<file path="src/rtl/bram_stream_loader.sv">
// Packs a valid/ready element stream into DWIDTH rows, writes them to BRAM0,
// then pulses start_run_o with the row count to kick off the accumulate stage.
module bram_stream_loader #(
  parameter int CNT_BIT       = 31,
  parameter int DWIDTH        = 32,
  parameter int AWIDTH        = 12,
  parameter int IN_DATA_WIDTH = 8
) (
  input  logic                     clk,
  input  logic                     reset,
  input  logic                     start_load_i,
  input  logic [CNT_BIT-1:0]       load_count_i,
  input  logic                     s_valid_i,
  input  logic [IN_DATA_WIDTH-1:0] s_data_i,
  output logic                     s_ready_o,
  output logic                     idle_o,
  output logic                     load_o,
  output logic                     done_o,
  output logic [AWIDTH-1:0]        addr_b0_o,
  output logic                     ce_b0_o,
  output logic                     we_b0_o,
  output logic [DWIDTH-1:0]        d_b0_o,
  output logic                     start_run_o,
  output logic [CNT_BIT-1:0]       run_count_o
);

  localparam int LANES = DWIDTH / IN_DATA_WIDTH;
  localparam int LW    = (LANES > 1) ? $clog2(LANES) : 1;

  typedef enum logic [1:0] {
    IDLE = 2'd0,
    LOAD = 2'd1,
    DONE = 2'd2
  } state_t;

  state_t               state;
  logic [CNT_BIT-1:0]   count_q;
  logic [CNT_BIT-1:0]   row_idx;
  logic [LW-1:0]        lane;
  logic [DWIDTH-1:0]    pack_q;
  logic [DWIDTH-1:0]    pack_nxt;
  logic                 final_q;
  logic                 xfer;
  logic                 last_lane;
  logic                 last_row;

  function automatic logic [DWIDTH-1:0] insert_lane(
    input logic [DWIDTH-1:0]        row,
    input logic [LW-1:0]            k,
    input logic [IN_DATA_WIDTH-1:0] elem
  );
    logic [DWIDTH-1:0] r;
    r = row;
    for (int i = 0; i < LANES; i++) begin
      if (k == LW'(i)) r[i*IN_DATA_WIDTH +: IN_DATA_WIDTH] = elem;
    end
    return r;
  endfunction

  // Ready depends only on registered state, never on s_valid_i.
  assign s_ready_o = (state == LOAD) && !final_q;
  assign xfer      = s_valid_i && s_ready_o;
  assign last_lane = (lane == LW'(LANES - 1));
  assign last_row  = (row_idx == (count_q - CNT_BIT'(1)));
  assign pack_nxt  = insert_lane(pack_q, lane, s_data_i);

  always_ff @(posedge clk) begin
    if (reset) begin
      state       <= IDLE;
      idle_o      <= 1'b1;
      load_o      <= 1'b0;
      done_o      <= 1'b0;
      count_q     <= '0;
      row_idx     <= '0;
      lane        <= '0;
      pack_q      <= '0;
      final_q     <= 1'b0;
      addr_b0_o   <= '0;
      ce_b0_o     <= 1'b0;
      we_b0_o     <= 1'b0;
      d_b0_o      <= '0;
      start_run_o <= 1'b0;
      run_count_o <= '0;
    end else begin
      ce_b0_o     <= 1'b0;
      we_b0_o     <= 1'b0;
      start_run_o <= 1'b0;
      case (state)
        IDLE: begin
          if (start_load_i) begin
            count_q     <= load_count_i;
            run_count_o <= load_count_i;
            row_idx     <= '0;
            lane        <= '0;
            pack_q      <= '0;
            final_q     <= 1'b0;
            idle_o      <= 1'b0;
            if (load_count_i != '0) begin
              state  <= LOAD;
              load_o <= 1'b1;
            end else begin
              state  <= DONE;
              done_o <= 1'b1;
            end
          end
        end
        LOAD: begin
          if (xfer) begin
            if (last_lane) begin
              lane      <= '0;
              pack_q    <= '0;
              addr_b0_o <= row_idx[AWIDTH-1:0];
              d_b0_o    <= pack_nxt;
              ce_b0_o   <= 1'b1;
              we_b0_o   <= 1'b1;
              row_idx   <= row_idx + CNT_BIT'(1);
              if (last_row) final_q <= 1'b1;
            end else begin
              lane   <= lane + LW'(1);
              pack_q <= pack_nxt;
            end
          end
          // final_q is set with the last write, so leaving here lands one cycle after it.
          if (final_q) begin
            state       <= DONE;
            load_o      <= 1'b0;
            done_o      <= 1'b1;
            final_q     <= 1'b0;
            start_run_o <= (count_q != '0);
          end
        end
        DONE: begin
          state  <= IDLE;
          done_o <= 1'b0;
          idle_o <= 1'b1;
        end
        default: begin
          state   <= IDLE;
          idle_o  <= 1'b1;
          load_o  <= 1'b0;
          done_o  <= 1'b0;
          final_q <= 1'b0;
        end
      endcase
    end
  end

endmodule

</file>
<file path="config.mk">
export PLATFORM = sky130hd
export DESIGN_NAME = bram_stream_loader
export DESIGN_NICKNAME = d
export VERILOG_FILES = /design/src/rtl/bram_stream_loader.sv
export SDC_FILE = /design/constraint.sdc
export NUM_CORES = 1
export LEC_CHECK = 0
export CORE_MARGIN = 2
export CORE_UTILIZATION = 55
export CTS_CLUSTER_SIZE = 24
export DETAILED_ROUTE_END_ITERATION = 10
export PLACE_DENSITY = 0.84
export SYNTH_ARGS = -nofsm -noshare
export SYNTH_HDL_FRONTEND = slang
export SYNTH_SLANG_ARGS = --single-unit
</file>
<file path="constraint.sdc">
create_clock -name clk -period 4 [get_ports clk]
set_input_delay 0.4 -clock clk [delete_from_list [all_inputs] [get_ports clk]]
set_output_delay 0.4 -clock clk [all_outputs]
set_load 0.1 [all_outputs]
</file>
# Word-level counts from Yosys, hierarchy flattened
# Index checks and enable logic that the tools add are counted.
classes:
  n_addsub: 3
  mul: 0
  div: 0
  n_lt_le_gt_ge: 0
  eq_ne: 12
  shifts: 0
  muxes: 36
  bitwise: 4
  n_reduce_logical: 19
op_table:
  columns: ["cell", "count"]
  rows:
  - ["$mux 32", 3]
  - ["$mux 31", 3]
  - ["$pmux 32 s2", 1]
  - ["$pmux 31 s2", 1]
  - ["$reduce_bool 31->1", 2]
  - ["$mux 8", 4]
  - ["$add 31x1->31 const B", 1]
  - ["$eq 31x31->1", 1]
  - ["$sub 31x1->31 const B", 1]
  - ["$mux 1", 12]
  - ["$mux 2", 6]
  - ["$ne 2x2->1 const B", 6]
  - ["$reduce_and 3->1", 3]
  - ["$pmux 2 s2", 2]
  - ["$reduce_and 2->1", 4]
  - ["$reduce_and 4->1", 2]
  - ["$eq 2x2->1 const B", 3]
  - ["$pmux 1 s3", 2]
  - ["$reduce_or 3->1", 2]
  - ["$eq 2x1->1 const B", 2]
  - ["$logic_not 2->1", 2]
  - ["$not 1->1", 4]
  - ["$pmux 1 s2", 2]
  - ["$add 2x1->2 const B", 1]
  - ["other kinds (3)", 4]
word_totals:
  reg_bits: 148
  latchBits: 0
  mem_bits_rw: 0
  romBits: 0
  inputBits: 43
  out_inout_bits: 82
  n_memories: 0

# Longest topological paths before layout
# Gate-level depths: netlist of run 1.
logic_depth:
  depth_word: 7
  mapped_depth: 10
  depth_no_buf: 9

# Worst setup path after synthesis of run 1
# No wires, ideal clock.
synth_timing:
  kind: "register to register"
  startpoint: "reg state[0]"
  endpoint: "reg final_q"
  t_arrival_ns: 4.152
  required_time_ns: 3.931
  slack_ns: -0.220
  path_stages_with_launch: 9
  n_path_buf: 1
  period_less_slack_ns: 4.220
  path_cell_list: "dfxtp_1 > buf_6 > nor3b_1 > nand4_1 > a2111oi_0 > nand4_1 > a2111oi_0 > o2111ai_1 > o21bai_2"
synth_between:
  elab_chain_len: 6
  elab_cells_between_ends: 11
synth_lines:
  columns: ["item", "line", "rtl"]
  rows:
  - ["start: declaration", "36", "state_t state;"]
  - ["start signal: assignment", "69", "state <= IDLE;"]
  - ["start signal: assignment", "99", "state <= LOAD;"]
  - ["start signal: assignment", "102", "state <= DONE;"]
  - ["$eq 2x1->1", "61", "assign s_ready_o = (state == LOAD) && !final_q;"]
  - ["$logic_and 1x1->1", "61", null]
  - ["via s_ready_o", "15", "output logic s_ready_o,"]
  - ["$logic_and 1x1->1", "62", "assign xfer = s_valid_i && s_ready_o;"]
  - ["$mux 1", "108", "if (xfer) begin"]
  - ["$mux 1", "124", "if (final_q) begin"]
  - ["$pmux 1 s3", "88", "case (state)"]
  - ["end signal: assignment", "96", "final_q <= 1'b0;"]
  - ["end signal: assignment", "117", "if (last_row) final_q <= 1'b1;"]
  - ["end signal: assignment", "128", "final_q <= 1'b0;"]
  - ["end: declaration", "42", "logic final_q;"]
# The timed path passes the listed nets, and every way through them passes these cells.
# A chain may end at the register's enable or synchronous reset.

# Final worst setup path of run 1
layout_timing:
  startpoint: "reg count_q[0]"
  endpoint: "reg final_q"
layout_between:
  elab_chain_len: 7
layout_lines:
  columns: ["item", "line", "rtl"]
  rows:
  - ["start: declaration", "37", "logic [CNT_BIT-1:0] count_q;"]
  - ["start signal: assignment", "91", "count_q <= load_count_i;"]
  - ["$sub 31x1->31", "64", "assign last_row = (row_idx == (count_q - CNT_BIT'(1)));"]
  - ["$eq 31x31->1", "64", null]
  - ["$mux 1", "117", null]
  - ["$mux 1", "109", "if (last_lane) begin"]
  - ["$mux 1", "108", null]
  - ["$mux 1", "124", null]
  - ["$pmux 1 s3", "88", null]
# No other way between the ends.

==> results.yml, run 1 <==
cells_and_area:
  fin_area_um2: 8440
  syn_to_final_growth_pct: 28.3
  num-nets-final: 902
  fin_util_pct: 73.0
  mostFrequentLayoutCells: "140 x dfxtp_1, 123 x clkdlybuf4s50_1, 101 x nor2_1"
  layout_commonest_cell: "dfxtp_1"
  drive_above_1_share_pct: 6.24
  antenna_cells: 0
place:
  gp_congestion: 0.902
  place_ws_ps: 802
  dpl.hpwl_um: 12900
  port_buffers: 124
  place_area_um2: 7830
power:
  powerDensity_nw_per_um2: 439
  combPwrFrac_pct: 16.4
  p_clk_share_pct: 43.9
  p_seq_share_pct: 39.7
  internal_power_mw: 2.63
  total_leakage_power_nw: 2.98
  power.switching_mw: 1.07
  netSwitchingFraction_pct: 28.9
  ir_worst_vdd_mv: 0.334
critical_path:
  crit_slowest_cell: "or4b_2"
  end_kind: "register"
  worstPathMaxFanout: 5
  crit_required_ps: 4360
  crit_family: "compound AO/OA/AOI/OAI gates"
  cp_num_buf_inv: 1
  crit_arrival_ps: 3460
  start_kind: "register"
  max_stage_delay_ps: 680
  crit_chain: "inv_1, ha_1, or4b_2, or3_1, a211oi_1, o22ai_1, a2111oi_0, o2111ai_1, o21bai_2"
  r2r-start: "count_q[0]"
  path_class: "register to register"
  crit_start: "count_q[0]"
timing:
  slew_headroom_pct: 23.2
  final.min_clock_period_ps: 3100
  fin_ws_ps: 896
  fin_tns_setup_ps: 0
  fmax_mhz: 322
  worstMarginPinSlew_ps: 1150
  whs_ps: 405
  final-hold-violation-count: 0
  setup_viol: 0
  period_share_pct: 77.6
  drv_slew: 0
  fin_worst_skew_ps: 5.73
  grt_setup_unrepaired: "false"
synthesis:
  netlist_area_um2: 6580
  synth_seq_cells: 140
  yosys_most_used_dff: "dfxtp_1"
  yosysWarnings: 0
  yosysTopAreaCellShare_pct: 42.6
  syn_inst: 754
  yosysSeqAreaShare_pct: 42.6
  synth.area.top_cells: "dfxtp_1 43%, mux2i_1 5.8%, nor2_1 5.8%"
  synth_area_leader_cell: "dfxtp_1"
  synthDistinctLibCells: 62
  avgSynthCellArea_um2: 8.73
  synthArstFlopShare_pct: 0
  synth_edf_count: 0
  synth_nets: 803
floorplanning:
  start_util_pct: 56.9
  fp.dieW_um: 113
  die_y_um: 113
  num_rows: 39
  placeableCoreArea_um2: 11600
  pin_count: 125
  die_area_um2: 12900
drt:
  num_vias: 6077
  detail-route-antenna-nets: 0
  wire_per_inst_um: 18.0
  wl_um: 18200
  drt_iter0_drc: 536
  first_pass_iters: 5
  post-route-drc-count: 0
  via_per_inst: 6.02
grt:
  antenna_found_initial: 0
  grt.total_usage_pct: 28.4
  gr-total-overflow: 0
  grt_pass1_vias: 5894
  grt_pass1_wl_um: 29100
  grt_max_degree: 69
worst_hold_path:
  worstHoldStart: "reset"
  hold_path_class: "input port to register"
clock_network:
  cts_tree: "built"
  cts.root.buffer_cell: "clkbuf_16"
  clkSinkCount: 140
  postCtsSetupRepairBufs: 0
  clk_latency_ps: 430
  cts_buffer_depth: 2
  cts.clk_slew.worst_paths_ps: 60
  htreeDepth: 4
  cts_buffers: 17
  cts_hold_buf: 0
  cts_resized: 0
flow_run:
  maxCapViolCount: 0
status:
  status: "finished clean"
[metal layers]
| layer | wire length (um) | share of wire, % | track usage, % | vias to the layer above |
|---|---|---|---|---|
| met4 | 464 | 2.6 | 12.5 | 0 |
| met2 | 8540 | 47 | 45.2 | 190 |
| li1 | - | - | - | 2893 |
| met1 | 8160 | 45 | 38.1 | 2958 |
| met5 | 0 | 0 | 0 | - |
| met3 | 1000 | 5.5 | 5.10 | 36 |
[Yosys cell counts, drive strengths merged, types with 2 or more instances]
master   instances
xnor2           33
nor2           101
a22o            27
mux2i           38
and4             5
or3             10
nor3b            3
o21ai           21
nand4           16
a21oi           33
nor2b            4
nand2b           7
inv             14
a32oi           10
dfxtp          140
nand3b           2
ha               6
a211oi          26
and3            10
a2111oi          5
clkbuf          43
nor4            13
o211ai           3
o31ai            4
nor3            18
o22ai            2
or2              4
o311ai           3
nand2           64
xor2            30
nand4b           2
a31o             2
and2             7
buf              7
or4              5
nand3           19
[tightest hold or removal path, delay by kind of cell]
| family | cells | cell delay, ps |
|---|---|---|
| buffers and inverters | 2 | 190 |
| and+or+nand+nor | 1 | 190 |
[flip-flops by register name, summed over array words and instances, names as in the netlist]
register / flops
start_run_o: 1
pack_q: 24
addr_b0_o: 12
done_o: 1
state: 2
count_q: 31
row_idx: 31
lane: 2
idle_o: 1
we_b0_o: 1
final_q: 1
d_b0_o: 32
load_o: 1
[stage by stage]
step,std cells,power [mW]
4_1_cts,1009,3.70
2_1_floorplan,754,1.93
5_1_grt,1009,3.82
3_5_place_dp,977,2.10
3_3_place_gp,977,2.09
6_report,1009,3.70
[cell families (layout without fill, tap and decap cells)]
family | Yosys count | count (layout) | synth area share [%]
AO/OA/AOI/OAI | 147 | 147 | 15.9
XOR/XNOR | 63 | 63 | 8.39
adder cells (fa/ha/maj) | 6 | 6 | 1.14
buffers and inverters | 64 | 176 | 4.20
flip-flops | 140 | 140 | 42.6
multiplexers | 39 | 39 | 5.95
AND/OR/NAND/NOR | 295 | 295 | 21.9
[worst paths after layout]
check	to	slack (ps)	depth (start not counted)
max	final_q	900	9
min	state[1]	400	3
max reg2reg	final_q	900	9
min reg2reg	addr_b0_o[0]	460	2
[power by group through the flow]
stage | clock (mW) | sequential, mW | combinational, mW
6_report | 1.62 | 1.47 | 0.608
5_1_grt | 1.70 | 1.48 | 0.643
4_1_cts | 1.63 | 1.47 | 0.600
3_5_place_dp | 0 | 1.50 | 0.596
3_3_place_gp | 0 | 1.50 | 0.589
2_1_floorplan | 0 | 1.65 | 0.278
[cell type report]
type,instances,area [um2]
Timing Repair Buffer,130,1280
Sequential cell,140,2800
Multi-Input combinational cell,550,3520
Clock inverter,12,163
Tap cell,143,179
Inverter,14,52.6
Fill cell,840,3120
Clock buffer,20,447
Power figures use the tool's default switching activity.
==> run 2, diff against run 1 <==
--- a/config.mk
+++ b/config.mk
@@ -6,10 +6,10 @@
 export NUM_CORES = 1
 export LEC_CHECK = 0
 export CORE_MARGIN = 2
-export CORE_UTILIZATION = 55
+export CORE_UTILIZATION = 52
 export CTS_CLUSTER_SIZE = 24
 export DETAILED_ROUTE_END_ITERATION = 10
-export PLACE_DENSITY = 0.84
+export PLACE_DENSITY = 0.8
 export SYNTH_ARGS = -nofsm -noshare
 export SYNTH_HDL_FRONTEND = slang
 export SYNTH_SLANG_ARGS = --single-unit
==> constraint.sdc (replaced) <==
create_clock -name clk -period 3.15 [get_ports clk]
set_input_delay 0.315 -clock clk [delete_from_list [all_inputs] [get_ports clk]]
set_output_delay 0.315 -clock clk [all_outputs]
set_load 0.1 [all_outputs]
==> results.yml, run 2 (synthesis results as in run 1) <==
clock_network:
  cts_resized: 0
  cts_buffer_depth: 2
  cts_hold_buf: 0
  clkSinkCount: 140
  cts.clk_slew.worst_paths_ps: 60
  cts_tree: "built"
  postCtsSetupRepairBufs: 0
  clk_latency_ps: 420
  cts.root.buffer_cell: "clkbuf_16"
  htreeDepth: 4
  cts_buffers: 17
grt:
  grtUsageMet3_pct: 5.71
  gr-total-overflow: 0
  grt_pass1_vias: 5758
  busiest_layer: "met2"
  gr-usage-met2_pct: 43.9
  grt_pass1_wl_um: 29000
  grt.total_usage_pct: 27.6
  use_met1_pct: 35.8
  antenna_found_initial: 0
  grt_max_degree: 66
place:
  dp_cells: 1016
  dpl.hpwl_um: 13300
  place_ws_ps: 193
  place_area_um2: 7890
  port_buffers: 124
  gp_congestion: 0.928
power:
  internal_power_mw: 3.32
  p_seq_share_pct: 39.9
  ir_worst_vdd_mv: 0.345
  total_leakage_power_nw: 3.07
  powerDensity_nw_per_um2: 552
  power.switching_mw: 1.36
  netSwitchingFraction_pct: 29.1
  combPwrFrac_pct: 16.7
  p_clk_share_pct: 43.4
cells_and_area:
  num-nets-final: 912
  reg_top3: "d_b0_o x32, count_q x31, row_idx x31"
  fin_util_pct: 68.0
  mostFrequentLayoutCells: "140 x dfxtp_1, 101 x nor2_1, 95 x clkdlybuf4s50_1"
  antenna_cells: 0
  layout_commonest_cell: "dfxtp_1"
  syn_to_final_growth_pct: 28.9
  largest_register_ffs: 32
  stdcell_count: 1047
  fin_area_um2: 8480
  max_flop_register: "d_b0_o"
  drive_above_1_share_pct: 10.5
floorplanning:
  placeableCoreArea_um2: 12500
  fp.dieW_um: 116
  pin_count: 125
  start_util_pct: 52.8
  num_rows: 41
  die_area_um2: 13600
  die_y_um: 116
timing:
  worstMarginPinSlew_ps: 1040
  fin_worst_skew_ps: 7.00
  fin_ws_ps: 107
  grt_setup_unrepaired: "false"
  drv_slew: 0
  fin_tns_setup_ps: 0
  setup_viol: 0
  fmax_mhz: 329
  slew_headroom_pct: 30.8
  period_share_pct: 96.6
  final.min_clock_period_ps: 3040
  final-hold-violation-count: 0
drt:
  wl_um: 18600
  drt_iter0_drc: 429
  via_per_inst: 5.82
  num_vias: 6092
  detail-route-antenna-nets: 0
  post-route-drc-count: 0
  wire_per_inst_um: 17.7
  first_pass_iters: 5
flow_run:
  maxCapViolCount: 0
critical_path:
  crit_slowest_cell: "or4b_2"
  crit_arrival_ps: 3390
  max_stage_delay_ps: 680
  start_kind: "register"
  end_kind: "register"
  worstPathMaxFanout: 5
  cp_num_buf_inv: 1
  crit_chain: "inv_1, ha_1, or4b_2, or3_1, a211oi_1, o22ai_1, a2111oi_0, o2111ai_1, o21bai_2"
  crit_required_ps: 3500
  crit_family: "compound AO/OA/AOI/OAI gates"
  path_class: "register to register"
status:
  status: "finished clean"
worst_hold_path:
  hold_path_class: "input port to register"
-- run 2: cell count changes in the layout (fill, tap and decap cells not counted) --
cell             delta
buf_4              +37
clkdlybuf4s50_1    -28
buf_12              +1
clkbuf_1            -1
clkbuf_8            -1
clkinv_2            +1
clkinv_4            +1
inv_6               -1
-- run 2: final cells by class --
type                    count  area [um2]
clock buffers              18         429
clock inverters            13         168
fillers                   998        3980
inverters                  14        52.6
multi-input cells         550        3520
flip-flops and latches    140        2800
well taps                 172         215
repair buffers            140        1300
-- run 2: stage by stage --
stage | hold slack [ps] | power, mW
after floorplan | 424 | 2.45
after global placement | 443 | 2.66
after detailed placement | 448 | 2.68
after CTS | 306 | 4.69
after global routing | 319 | 4.83
final | 322 | 4.68
-- run 2: worst reg2reg max path: stages (launching register included) --
cell and delay, ps:
dfxtp_1 360, inv_1 90, ha_1 220, or4b_2 680, or3_1 400, a211oi_1 260
o22ai_1 120, a2111oi_0 490, o2111ai_1 210, o21bai_2 160
-- run 2: worst paths after layout --
check	end	from	cells past startpoint	slack (ps)
worst max-delay path	final_q	count_q[0]	9	110
worst min-delay path	state[1]	reset	3	320
worst max register to register	final_q	count_q[0]	9	110
worst min register to register	addr_b0_o[5]	addr_b0_o[5]	2	450
-- run 2: power by group through the flow --
| stage | logic (mW) | registers (mW) | clock network [mW] |
|---|---|---|---|
| 2_1_floorplan | 0.353 | 2.09 | 0 |
| 6_report | 0.781 | 1.87 | 2.03 |
| 5_1_grt | 0.827 | 1.88 | 2.12 |
| 3_5_place_dp | 0.769 | 1.91 | 0 |
| 4_1_cts | 0.774 | 1.87 | 2.05 |
| 3_3_place_gp | 0.761 | 1.90 | 0 |
-- run 2: layer usage --
metal / part of all wire [%] / wire [um]
met3: 5.4 / 1000
met2: 47 / 8790
met4: 2.7 / 510
met5: 0 / 0
met1: 44 / 8250
